--- src/rtl/clint_timer.sv ---
// CLINT machine timer: 64-bit mtime/mtimecmp behind a req/ready dbus slave.
// O_timer_int is a registered level compare; every request completes in two cycles.
module clint_timer #(
   parameter logic [31:0] BASE_ADDR = 32'h0200_0000,
   parameter int unsigned PRESCALE  = 1
) (
   input  logic        clk,
   input  logic        rst,
   input  logic        I_req,
   input  logic        I_we,
   input  logic [31:0] I_addr,
   input  logic [31:0] I_data,
   input  logic [3:0]  I_mask,
   output logic [31:0] O_data,
   output logic        O_ready,
   output logic        O_timer_int
);

   localparam logic [15:0] PRESC_MAX = PRESCALE[15:0] - 16'd1;
   localparam logic [29:0] BASE_W    = BASE_ADDR[31:2];

   localparam logic [13:0] W_CMP_LO = 14'h1000;
   localparam logic [13:0] W_CMP_HI = 14'h1001;
   localparam logic [13:0] W_MT_LO  = 14'h2FFE;
   localparam logic [13:0] W_MT_HI  = 14'h2FFF;

   typedef enum logic {S_IDLE, S_RESP} state_e;

   state_e      state_q;
   logic [15:0] presc_q, presc_d;
   logic [63:0] mtime_q, mtime_d;
   logic [63:0] mtimecmp_q, mtimecmp_d;
   logic [31:0] data_q;
   logic        ready_q;
   logic        int_q;

   logic [29:0] woff;
   logic        in_win;
   logic        sel_cmp_lo, sel_cmp_hi, sel_mt_lo, sel_mt_hi;
   logic        wr;
   logic        tick;
   logic [31:0] rdata;
   logic        unused_addr;

   function automatic logic [31:0] merge(input logic [31:0] old, input logic [31:0] wd,
                                         input logic [3:0] m);
      logic [31:0] r;
      for (int b = 0; b < 4; b++) r[8*b +: 8] = m[b] ? wd[8*b +: 8] : old[8*b +: 8];
      return r;
   endfunction

   assign unused_addr = ^I_addr[1:0];

   // Word offset from the base; anything above 64 KiB falls outside the window.
   assign woff       = I_addr[31:2] - BASE_W;
   assign in_win     = (woff[29:14] == 16'h0);
   assign sel_cmp_lo = in_win && (woff[13:0] == W_CMP_LO);
   assign sel_cmp_hi = in_win && (woff[13:0] == W_CMP_HI);
   assign sel_mt_lo  = in_win && (woff[13:0] == W_MT_LO);
   assign sel_mt_hi  = in_win && (woff[13:0] == W_MT_HI);

   assign wr   = (state_q == S_IDLE) && I_req && I_we && (I_mask != 4'b0000);
   assign tick = (presc_q == PRESC_MAX);

   always_comb begin
      presc_d    = tick ? 16'd0 : presc_q + 16'd1;
      mtime_d    = tick ? mtime_q + 64'd1 : mtime_q;
      mtimecmp_d = mtimecmp_q;
      rdata      = 32'h0;
      if (sel_cmp_lo) rdata = mtimecmp_q[31:0];
      if (sel_cmp_hi) rdata = mtimecmp_q[63:32];
      if (sel_mt_lo)  rdata = mtime_q[31:0];
      if (sel_mt_hi)  rdata = mtime_q[63:32];
      // An mtime write drops that cycle's tick for both halves, so no carry leaks across.
      if (wr && sel_mt_lo) mtime_d = {mtime_q[63:32], merge(mtime_q[31:0], I_data, I_mask)};
      if (wr && sel_mt_hi) mtime_d = {merge(mtime_q[63:32], I_data, I_mask), mtime_q[31:0]};
      if (wr && sel_cmp_lo)
         mtimecmp_d = {mtimecmp_q[63:32], merge(mtimecmp_q[31:0], I_data, I_mask)};
      if (wr && sel_cmp_hi)
         mtimecmp_d = {merge(mtimecmp_q[63:32], I_data, I_mask), mtimecmp_q[31:0]};
   end

   always_ff @(posedge clk or posedge rst) begin
      if (rst) begin
         state_q    <= S_IDLE;
         presc_q    <= 16'd0;
         mtime_q    <= 64'd0;
         mtimecmp_q <= 64'hFFFF_FFFF_FFFF_FFFF;
         data_q     <= 32'h0;
         ready_q    <= 1'b0;
         int_q      <= 1'b0;
      end else begin
         presc_q    <= presc_d;
         mtime_q    <= mtime_d;
         mtimecmp_q <= mtimecmp_d;
         int_q      <= (mtime_q >= mtimecmp_q);
         case (state_q)
            S_IDLE: begin
               ready_q <= 1'b0;
               if (I_req) begin
                  state_q <= S_RESP;
                  ready_q <= 1'b1;
                  data_q  <= I_we ? 32'h0 : rdata;
               end
            end
            default: begin
               ready_q <= 1'b0;
               state_q <= S_IDLE;
            end
         endcase
      end
   end

   assign O_data      = data_q;
   assign O_ready     = ready_q;
   assign O_timer_int = int_q;

endmodule

--- config.mk ---
export PLATFORM = sky130hd
export DESIGN_NAME = clint_timer
export DESIGN_NICKNAME = d
export VERILOG_FILES = /design/src/rtl/clint_timer.sv
export SDC_FILE = /design/constraint.sdc
export NUM_CORES = 1
export LEC_CHECK = 0
export ABC_AREA = 1
export BUFFER_PORTS_ARGS = -buffer_cell sky130_fd_sc_hd__buf_2
export CORE_ASPECT_RATIO = 1.5
export CORE_MARGIN = 1.5
export CORE_UTILIZATION = 55
export CTS_CLUSTER_SIZE = 14
export DETAILED_ROUTE_END_ITERATION = 10
export GPL_TIMING_DRIVEN = 0
export PLACE_DENSITY_LB_ADDON = 0.2
export SKIP_LAST_GASP = 1
export SLEW_MARGIN = 20
export SYNTH_ARGS = -nofsm -noshare
export SYNTH_HDL_FRONTEND = slang
export SYNTH_SLANG_ARGS = --single-unit
--- constraint.sdc ---
create_clock -name clk -period 6.2 [get_ports clk]
set_input_delay 0.93 -clock clk [delete_from_list [all_inputs] [get_ports clk]]
set_output_delay 0.93 -clock clk [all_outputs]
set_load 0.05 [all_outputs]
---- After elaboration in Yosys (flattened, before gate mapping) ----
Index checks and enable logic that the tools add are counted.
storage, ports and cells
  bits in registers ....................... 178
  input bits .............................. 72
  output and inout bits ................... 34
operators by class
  add/sub/neg operators ................... 3
  order comparisons ....................... 1
  equal/unequal tests ..................... 13
  mux-type cells .......................... 21
  bitwise logic cells ..................... 3
  reductions and logical operators ........ 33
operator list
  operator                                                                  count
  64-bit two-way mux                                                        4
  32-bit two-way mux                                                        6
  64-bit by 1-bit adder with 64-bit output (second input constant)          1
  64-bit >= comparator                                                      1
  8-bit two-way mux                                                         8
  3-bit AND reduction                                                       12
  16-bit logical NOT                                                        2
  30-bit by 24-bit subtractor with 30-bit output (second input constant)    1
  14-bit by 13-bit == test with 1-bit output (second input constant)        2
  14-bit == test (second input constant)                                    2
  16-bit by 1-bit adder with 16-bit output (second input constant)          1
  16-bit two-way mux                                                        1
  2-bit inequality test (second input constant)                             8
  1-bit logical AND                                                         11
  2-bit AND reduction                                                       5
  2-bit nonzero test                                                        2
  4-bit nonzero test                                                        1
  1-bit inverter                                                            3
  1-bit two-way mux                                                         2
  2-bit by 1-bit inequality test with 1-bit output (second input constant)  1

---- Depth between registers and ports, before layout ----
  depth after elaboration ................. 8
  mapped depth ............................ 16

---- Least setup slack after synthesis ----
OpenSTA, ideal clock, no wires.
  kind .................................... in2reg
  from .................................... input I_addr[25]
  to ...................................... register mtimecmp_q[17]
  data arrival time ....................... 2537 ps
  setup slack ............................. 3587 ps
  stages .................................. 15
  path through ............................ inv_1 -> ha_1 -> nand2_1 -> nor2_1 -> nand2_1 -> nor2_2 -> nand2_2 -> nor2_1 -> buf_2 -> nor2_1 -> nand2_2 -> buf_2 -> nand2_1 -> o21ai_1 -> inv_1
between the ends
  cells in the longest elaborated chain, start to end .. 6
RTL lines
  element                                           RTL line  RTL
  from (decl)                                       11        input logic [31:0] I_addr,
  30-bit by 24-bit subtractor with 30-bit output *  55        assign woff = I_addr[31:2] - BASE_W;
  16-bit logical NOT *                              56        assign in_win = (woff[29:14] == 16'h0);
  1-bit logical AND                                 58        assign sel_cmp_hi = in_win && (woff[13:0] == W_CMP_HI);
  1-bit logical AND                                 79        if (wr && sel_cmp_hi)
  1-bit inverter (no source line)                   --
  3-bit AND reduction (no source line) *            --
  to (signal assigned)                              95        mtimecmp_q <= mtimecmp_d;
  to (decl)                                         32        logic [63:0] mtimecmp_q, mtimecmp_d;
Every way passes the cells marked *; elsewhere a longest branch is shown, timed or not.
A chain may end at the register's enable or synchronous reset.

---- Worst setup path after layout ----
  from .................................... input I_addr[25]
  to ...................................... register data_q[4], in the netlist O_data[4]
between the ends
  cells in the longest elaborated chain, start to end .. 8
RTL lines
  element                                           RTL line  RTL
  30-bit by 24-bit subtractor with 30-bit output *  55
  16-bit logical NOT *                              56
  1-bit logical AND                                 57        assign sel_cmp_lo = in_win && (woff[13:0] == W_CMP_LO);
  32-bit two-way mux                                70        if (sel_cmp_lo) rdata = mtimecmp_q[31:0];
  32-bit two-way mux                                71        if (sel_cmp_hi) rdata = mtimecmp_q[63:32];
  32-bit two-way mux                                72        if (sel_mt_lo) rdata = mtime_q[31:0];
  32-bit two-way mux *                              73        if (sel_mt_hi) rdata = mtime_q[63:32];
  32-bit two-way mux *                              103       data_q <= I_we ? 32'h0 : rdata;
  to (signal assigned)                              103
  to (decl)                                         33        logic [31:0] data_q;
Marks and branches as above.

==> impl_metrics.py <==
metrics = {
    "clock_tree": {
        "cts-root-buf": "clkbuf_16",
        "post_cts_buffers": 0,
        "clk_pin_slew_ns": 0.07,
        "htreeDepth": 4,
        "clk_latency_ns": 0.45,
        "numCtsBuffers": 17,
        "post_cts_resize_count": 0,
        "cts.sinks": 178,
        "clk_path_buf_depth": 2,
        "cts_tree": "yes",
        "postCtsHoldBufs": 0,
    },
    "layout": {
        "antennaDiodeCount": 0,
        "final_net_count": 2242,
        "fillers": 2260,
        "area_growth_pct": 11.7,
        "multi_input_area_um2": 7240,
        "ff_latch_area_um2": 4530,
        "fin_util_pct": 62.3,
        "drive_above_1_share_pct": 12.7,
    },
    "worst_setup_path": {
        "startpoint": "I_addr[25]",
        "endpoint_kind": "flop",
        "cp.arrival_ns": 3.78,
        "timing.critical_path.buf_inv": 3,
        "cpPeakStageDelay_ns": 0.83,
        "required_ns": 6.59,
        "rr_endpoint": "mtime_q[42]",
        "r2r_slack_ns": 3.01,
        "crit_family": "simple AND/OR/NAND/NOR gates",
        "rr_worst_depth": 11,
        "path_cells": "buf_2, inv_1, ha_1, nand2_1, nor2_1, nand2_1, nor2_2, nand2_2, nor2_1, buf_2, a21oi_1, nand3_1, nand2_1, nand2_1",
        "cp_max_fo": 10,
        "path_class": "primary input to flop",
        "cpMaxStageDelayCell": "nor2_1",
        "r2r_start": "mtime_q[1]",
        "critPathLaunchType": "primary input",
        "path_common_cell": "nand2_1",
    },
    "power": {
        "powerDensity_nw_per_um2": 162,
        "p_leak_nw": 7.26,
        "ir_drop_mv": 0.202,
    },
    "global_routing": {
        "grtUsageTotal_pct": 44.6,
        "grt_max_degree": 94,
        "antenna_found_initial": 0,
        "grt-ovfl-total": 0,
        "grt_pass1_vias": 13700,
        "grt_first_pass_wirelength_mm": 80.1,
    },
    "sta": {
        "min_period_over_period_pct": 54.6,
        "setup_ws_ns": 2.81,
        "min_period_ns": 3.39,
        "finalSetupViolCount": 0,
        "rsz0062_at_grt": "no",
        "skew_ns": 0.0116,
        "worst_pin_slew_ns": 1.07,
        "slew_viol_final": 0,
        "slew_headroom_pct": 28.3,
        "finalHoldViolCount": 0,
        "clock.fmax_mhz": 295,
    },
    "synth": {
        "ys_warn_count": 0,
        "synthesis.area_um2": 13100,
        "synth_area_leader_cell": "dfrtp_1",
        "synthArstFlopShare_pct": 100,
        "yosysSeqAreaShare_pct": 34.5,
        "synth.area.top_cells": "dfrtp_1 (22%), nand2_1 (13%), dfstp_2 (13%), nor2_1 (9.2%), inv_1 (8.2%)",
        "ys_seq_elements": 178,
        "ys.flop_type": "dfrtp_1",
        "synth_enable_flop_cells": 0,
        "yosys.area.top_type_share_pct": 21.7,
        "syn_area_per_cell_um2": 6.64,
        "synthesis.nets": 2119,
        "synthCells": 1979,
        "synth.distinct_cells": 48,
    },
    "die": {
        "fp.dieArea_um2": 24900,
        "ios": 106,
        "start_util_pct": 55.8,
        "die_height_um": 192,
        "core_area_um2": 23600,
        "fp-row-count": 69,
        "chipWidth_um": 129,
    },
    "placed_design": {
        "dp.final_hpwl_mm": 42.3,
        "place_ws_ns": 2.53,
        "io_buffers": 103,
        "gp_routability_congestion": 1.07,
    },
    "hold_path": {
        "min_delay_path_depth": 1,
        "hold_path.class": "flop to flop",
        "hold_start": "O_ready",
        "worstHoldEndpoint": "O_ready",
    },
    "route": {
        "wirelength_mm": 53.5,
        "drtPass1Iterations": 6,
        "drcViolationCount": 0,
        "drt.antenna.violating_nets": 0,
        "vias": 14200,
        "drt_iter0_drc": 1398,
        "via_per_inst": 5.84,
        "avgRoutedWirePerCell_um": 22.0,
    },
    "job": {
        "drv_cap": 0,
    },
    "status": {
        "outcome": "finished clean",
    },
}
final cells by class:
class                           count  area share (%)
Inverter                          298            7.69
Timing Repair Buffer              104            3.70
Tap cell                          319            2.72
Sequential cell                   178            30.9
Multi-Input combinational cell   1445            49.3
Clock buffer                       23            3.26
Clock inverter                      9           0.648
Buffer                             58            1.76
Yosys cell counts (31+ instances only):
cell type / count
nand2_1: 456
dfrtp_1: 114
a21oi_1: 91
o21ai_0: 97
nor2_1: 321
nand3_1: 115
nand4_1: 56
dfstp_2: 64
clkbuf_1: 31
xor2_1: 32
ha_1: 68
inv_1: 288
o21ai_1: 89
nor3_1: 34
layer usage:
| layer | GRT usage [%] | wire length [µm] | part of all wire (%) | vias to the layer above |
|---|---|---|---|---|
| met5 | 0 | 0 | 0 | - |
| li1 | - | - | - | 6627 |
| met4 | 41.7 | 5980 | 11 | 0 |
| met3 | 9.07 | 4170 | 7.8 | 264 |
| met2 | 73.0 | 24600 | 46 | 801 |
| met1 | 47.6 | 18700 | 35 | 6520 |
kinds of logic (layout without fill, tap and decap cells):
| kind of cell | after synthesis | in the layout | synth area share, % |
|---|---|---|---|
| adder cells (fa/ha/maj) | 68 | 68 | 6.47 |
| AND/OR/NAND/NOR | 1028 | 1028 | 33.3 |
| XOR/XNOR | 34 | 34 | 2.27 |
| flip-flops | 178 | 178 | 34.5 |
| AO/OA/AOI/OAI | 315 | 315 | 13.0 |
| buffers and inverters | 356 | 492 | 10.5 |
how the worst max path moves through the flow:
| stage | to | cells past startpoint |
|---|---|---|
| 2_1_floorplan | O_data[0] | 1 |
| 3_3_place_gp | mtime_q[48] | 2 |
| 3_5_place_dp | O_data[4] | 14 |
| 4_1_cts | O_data[4] | 14 |
| 5_1_grt | O_data[4] | 14 |
| 6_report | O_data[4] | 14 |
flip-flops by register name, summed over array words and instances (netlist names):
register     cells
O_timer_int      1
O_ready          1
mtimecmp_q      64
presc_q         16
mtime_q         64
O_data          32
power breakdown:
group | switching (mW) | internal, mW
registers | 0.000265 | 1.16
clock network | 0.503 | 0.594
logic | 0.0904 | 0.0301
metrics by stage:
| stage | hold slack [ns] | total power [mW] | instance area, µm² | setup TNS [ns] | cells |
|---|---|---|---|---|---|
| final | 0.454 | 2.38 | 14700 | 0 | 2434 |
| after global routing | 0.468 | 2.43 | 14700 | 0 | 2434 |
| after CTS | 0.457 | 2.38 | 14700 | 0 | 2434 |
| after detailed placement | 0.448 | 1.30 | 14100 | 0 | 2402 |
| after global placement | 0.442 | 1.30 | 14100 | -166.32 | 2401 |
| after floorplan | 0.443 | 1.24 | 13100 | 0 | 1979 |
placed cells by master (no fill, tap or decap), types with 5 or more instances in the layout:
| cell type | netlist | layout |
|---|---|---|
| nand2_1 | 456 | 456 |
| nor2_1 | 321 | 320 |
| inv_1 | 288 | 287 |
| buf_2 | 24 | 127 |
| nand3_1 | 115 | 115 |
| dfrtp_1 | 114 | 114 |
| o21ai_0 | 97 | 97 |
| a21oi_1 | 91 | 91 |
| o21ai_1 | 89 | 89 |
| ha_1 | 68 | 68 |
| dfstp_2 | 64 | 64 |
| nand4_1 | 56 | 56 |
| clkbuf_1 | 31 | 35 |
| nor3_1 | 34 | 34 |
| xor2_1 | 32 | 32 |
| clkbuf_16 | 0 | 18 |
| o211ai_1 | 17 | 17 |
| o2111ai_1 | 11 | 11 |
| nand2_2 | 10 | 10 |
| inv_2 | 7 | 7 |
| nor2_2 | 5 | 6 |
| or2_2 | 5 | 5 |
No activity file was read; power rests on OpenSTA's default activity.
